`config.mk`:
```
export PLATFORM = sky130hd
export DESIGN_NAME = fifo_stream_reader
export DESIGN_NICKNAME = d
export VERILOG_FILES = /design/src/rtl/fifo_stream_reader.sv
export SDC_FILE = /design/constraint.sdc
export NUM_CORES = 1
export LEC_CHECK = 0
export CORE_MARGIN = 4
export CORE_UTILIZATION = 47
export DETAILED_ROUTE_END_ITERATION = 10
export PLACE_DENSITY = 0.76
export RECOVER_POWER = 50
export SYNTH_ARGS = -nofsm -noshare
export SYNTH_HDL_FRONTEND = slang
export SYNTH_SLANG_ARGS = --single-unit
```
`constraint.sdc`:
```
create_clock -name clk -period 2.1 [get_ports clk]
set_input_delay 0.42 -clock clk [delete_from_list [all_inputs] [get_ports clk]]
set_output_delay 0.42 -clock clk [all_outputs]
set_load 0.005 [all_outputs]
```
`src/rtl/fifo_stream_reader.sv`:
```
// Read-side adapter for the synchronous FIFO: hides the one-cycle read latency behind a
// head + skid buffer and presents a valid/ready stream. Optional counter: FIFO_RD_STATS_EN.
module fifo_stream_reader #(
  parameter int WIDTH = 8,
  parameter int CNT_W = 16
) (
  input  logic             clk,
  input  logic             reset,
  input  logic             fifo_empty,
  input  logic [WIDTH-1:0] fifo_data,
  output logic             fifo_r_en,
  output logic             m_valid,
  output logic [WIDTH-1:0] m_data,
  input  logic             m_ready
`ifdef FIFO_RD_STATS_EN
  ,
  output logic [CNT_W-1:0] xfer_count
`endif
);

  logic             head_v_q, head_v_d;
  logic [WIDTH-1:0] head_q, head_d;
  logic             skid_v_q, skid_v_d;
  logic [WIDTH-1:0] skid_q, skid_d;
  logic             inflight_q;
  logic             pop;
  logic [2:0]       lvl;

  assign pop     = head_v_q & m_ready;
  assign m_valid = head_v_q;
  assign m_data  = head_q;

  // Committed words (buffered + inflight) after this cycle's pop; keep below 2 so
  // every word requested now has a guaranteed slot when it lands.
  assign lvl       = 3'(head_v_q) + 3'(skid_v_q) + 3'(inflight_q) - 3'(pop);
  assign fifo_r_en = !reset && !fifo_empty && (lvl < 3'd2);

  always_comb begin
    head_v_d = head_v_q;
    head_d   = head_q;
    skid_v_d = skid_v_q;
    skid_d   = skid_q;
    if (pop) begin
      if (skid_v_q) begin
        head_d   = skid_q;
        skid_v_d = inflight_q;
        if (inflight_q) skid_d = fifo_data;
      end else begin
        head_v_d = inflight_q;
        if (inflight_q) head_d = fifo_data;
      end
    end else if (inflight_q) begin
      if (!head_v_q) begin
        head_v_d = 1'b1;
        head_d   = fifo_data;
      end else begin
        skid_v_d = 1'b1;
        skid_d   = fifo_data;
      end
    end
  end

  always_ff @(posedge clk) begin
    if (reset) begin
      head_v_q   <= 1'b0;
      head_q     <= '0;
      skid_v_q   <= 1'b0;
      skid_q     <= '0;
      inflight_q <= 1'b0;
    end else begin
      head_v_q   <= head_v_d;
      head_q     <= head_d;
      skid_v_q   <= skid_v_d;
      skid_q     <= skid_d;
      inflight_q <= fifo_r_en;
    end
  end

`ifdef FIFO_RD_STATS_EN
  logic [CNT_W-1:0] cnt_q;
  assign xfer_count = cnt_q;

  always_ff @(posedge clk) begin
    if (reset)    cnt_q <= '0;
    else if (pop) cnt_q <= cnt_q + CNT_W'(1);
  end
`endif

endmodule
```
==> load_flow_metrics.sql <==
INSERT INTO impl_metrics (metric_group, metric, value, unit) VALUES
('pwr', 'comb_power_share', '20.9', '%'),
('pwr', 'vdd_drop_max', '0.000414', 'V'),
('sta', 'unrepaired_setup_endpoints_after_global_routing', 'yes', ''),
('floorplanning', 'design.die.area', '2730', 'sq um'),
('worst_setup_path', 'slowest_delay', '350', 'ps'),
('route', 'vias', '796', ''),
('cells_and_area', 'footprint_of_the_multi_input_gates', '478', 'sq um'),
('cells_and_area', 'seq_area', '383', 'sq um'),
('pwr', 'pwr-share-clk', '25.0', '%'),
('run', 'max-cap-violations', '0', ''),
('route', 'vias_per_cell', '5.10', ''),
('clocking', 'clk_latency', '290', 'ps'),
('pwr', 'design_power_total', '713', 'uW'),
('logic_synthesis', 'synthesis.area_per_instance', '9.57', 'sq um'),
('route', 'drcViolationCount', '0', ''),
('clocking', 'clock_pin_slew_on_the_worst_setup_and_hold_paths', '100', 'ps'),
('pwr', 'relative_contribution_of_sequential_cells_to_total_power', '54.2', '%'),
('worst_setup_path', 'worst_path_dominant_cell_family', 'adder cells', ''),
('outcome', 'outcome', 'finished, violations left', ''),
('sta', 'final.setup.tns', '-76.1', 'ps'),
('grt', 'antenna_found_initial', '0', ''),
('logic_synthesis', 'mappedNetlistArea', '918', 'sq um'),
('logic_synthesis', 'yosysTopAreaCell', 'dfxtp_1', ''),
('worst_setup_path', 'r2r_setup_slack', '640', 'ps'),
('grt', 'grt_util_all_layers', '17.9', '%'),
('floorplanning', 'overall_die_height', '52.2', 'microns'),
('outcome', 'failing_checks', 'negative setup slack', ''),
('clocking', 'cts_tree', 'built', ''),
('grt', 'grt_overflow', '0', ''),
('place', 'placedInstanceArea', '1160', 'sq um'),
('clocking', 'cts_made_buffers', '3', ''),
('worst_setup_path', 'timing.critical_path.slowest_stage_cell', 'dfxtp_2', ''),
('worst_setup_path', 'critical_path_required', '1680', 'ps'),
('route', 'detail_route.first_pass.iterations', '4', ''),
('cells_and_area', 'fin_area', '1290', 'sq um'),
('route', 'dr.first_iter.drc_count', '5', ''),
('floorplanning', 'io-pin-count', '22', ''),
('logic_synthesis', 'synth_cell_type_count', '18', ''),
('logic_synthesis', 'synth_largest_type_area_fraction', '41.4', '%'),
('clocking', 'cts_buffer_depth', '2', ''),
('worst_setup_path', 'critPathBufInv', '3', ''),
('logic_synthesis', 'post_synth_inst_count', '96', ''),
('clocking', 'buffer_type_at_the_clock_tree_root', 'clkbuf_4', ''),
('route', 'drt-wirelength-per-cell', '14.3', 'microns'),
('route', 'final_antenna_net_count', '0', ''),
('pwr', 'leak_pwr', '0.000493', 'uW'),
('floorplanning', 'start_util', '51.5', '%'),
('place', 'dp_wirelength', '1420', 'microns'),
('min_path', 'worstHoldPathType', 'reg2reg', ''),
('cells_and_area', 'final_util', '72.2', '%'),
('grt', 'grt_first_pass_wirelength', '3520', 'microns'),
('clocking', 'clock-sinks', '19', ''),
('cells_and_area', 'syn_to_final_growth', '40.2', '%'),
('worst_setup_path', 'setup.worst_path.class', 'reg2out', ''),
('sta', 'setup-violations-final', '1', ''),
('grt', 'pin_count_of_the_biggest_net_entering_global_routing', '28', ''),
('pwr', 'power.share.switching', '24.2', '%'),
('worst_setup_path', 'path_max_fanout', '2', ''),
('clocking', 'cts_hold_buf', '0', ''),
('worst_setup_path', 'worstSetupEndpointType', 'output port', ''),
('cells_and_area', 'layoutNonFillerInstCount', '156', ''),
('pwr', 'p_int', '541', 'uW'),
('worst_setup_path', 'critical_path.most_common_cell', 'inv_2', ''),
('sta', 'fmaxAchievable', '460', 'MHz'),
('worst_setup_path', 'cp-start-kind', 'flip-flop', ''),
('sta', 'finalWorstSetupSlack', '-76.1', 'ps'),
('cells_and_area', 'most_common_cell_after_layout_fill_and_taps_aside', 'clkdlybuf4s50_1', ''),
('worst_setup_path', 'timing.critical_path.cells', 'inv_2 > nor2_2 > ha_1 > inv_2 > ha_4 > a21oi_4 > xnor2_2 > nor3_1 > buf_2', ''),
('place', 'gpl.final_weighted_congestion', '0.778', ''),
('clocking', 'htree_levels', '1', ''),
('worst_setup_path', 'data_arrival_critical_path', '1760', 'ps');
registers in the layout (all words and copies together) (netlist names):
| name | count |
|---|---|
| m_data | 8 |
| inflight_q | 1 |
| m_valid | 1 |
| skid_q | 8 |
| skid_v_q | 1 |
layer usage:
| layer | GRT usage, % | vias to the layer above | wire length, microns |
|---|---|---|---|
| li1 | - | 395 | - |
| met4 | 6.81 | 0 | 46 |
| met2 | 32.0 | 23 | 1130 |
| met1 | 19.0 | 374 | 951 |
| met5 | 0 | - | 0 |
| met3 | 6.55 | 4 | 105 |
worst paths after layout:
kind                  start    endpoint  cells after the start
setup reg to reg    m_valid  inflight_q                      8
hold reg to reg   skid_q[2]   skid_q[2]                      2
setup / recovery    m_valid   fifo_r_en                      9
hold / removal    skid_q[2]   skid_q[2]                      2
layout make-up:
type,instances,share of cell area [%]
clock buffers,4,2.04
flip-flops and latches,19,29.7
well taps,25,2.43
inverters,12,3.50
repair buffers,38,25.2
multi-input cells,58,37.1
kinds of logic (layout without fill, tap and decap cells):
| family | count (synthesis) | after routing | share of synthesized area [%] |
|---|---|---|---|
| and+or+nand+nor | 24 | 24 | 16.2 |
| AOI/OAI and AO/OA | 23 | 23 | 18.9 |
| DFF | 19 | 19 | 41.4 |
| buffers and inverters | 19 | 54 | 11.0 |
| muxes | 8 | 8 | 8.72 |
| adders and majority gates | 2 | 2 | 2.72 |
| xor gates and xnor gates | 1 | 1 | 0.954 |
power by group through the flow:
| stage | Sequential, uW | Clock (uW) | Combinational, uW |
|---|---|---|---|
| 2_1_floorplan | 395 | 0 | 57.3 |
| 3_3_place_gp | 392 | 0 | 122 |
| 3_5_place_dp | 393 | 0 | 125 |
| 4_1_cts | 386 | 185 | 137 |
| 5_1_grt | 388 | 200 | 161 |
| 6_report | 386 | 178 | 149 |
cell usage after synthesis, drive strengths merged:
library cell	n
a21bo	1
a21oi	13
and3	2
buf	4
clkbuf	3
dfxtp	19
ha	2
inv	12
mux2i	8
nand2b	17
nand3	1
nor2	2
nor3	2
o21ai	1
o221a	8
xnor2	1
per-stage QoR:
step           hold slack [ps]  worst slack (ps)
3_5_place_dp               469              -812
2_1_floorplan              449               177
3_3_place_gp               458              -753
4_1_cts                    484              -189
6_report                   482             -76.1
5_1_grt                    498              -218
repair_timing:
item,4_1_cts,5_1_grt
gates resized for setup,9,9
pin swaps,6,5
setup buffers,9,0
endpoints found under the setup margin,1,9
cloned,0,0
worst reg2reg max path: cells and delay by family, from the launching register on:
family | cells | cell delay (ps)
AO/OA/AOI/OAI | 1 | 160
XOR/XNOR | 1 | 130
AND/OR/NAND/NOR | 2 | 140
flip-flops | 1 | 350
adder cells (fa/ha/maj) | 2 | 440
buffers and inverters | 2 | 110
Note: power is estimated with default switching activity, not from simulation.
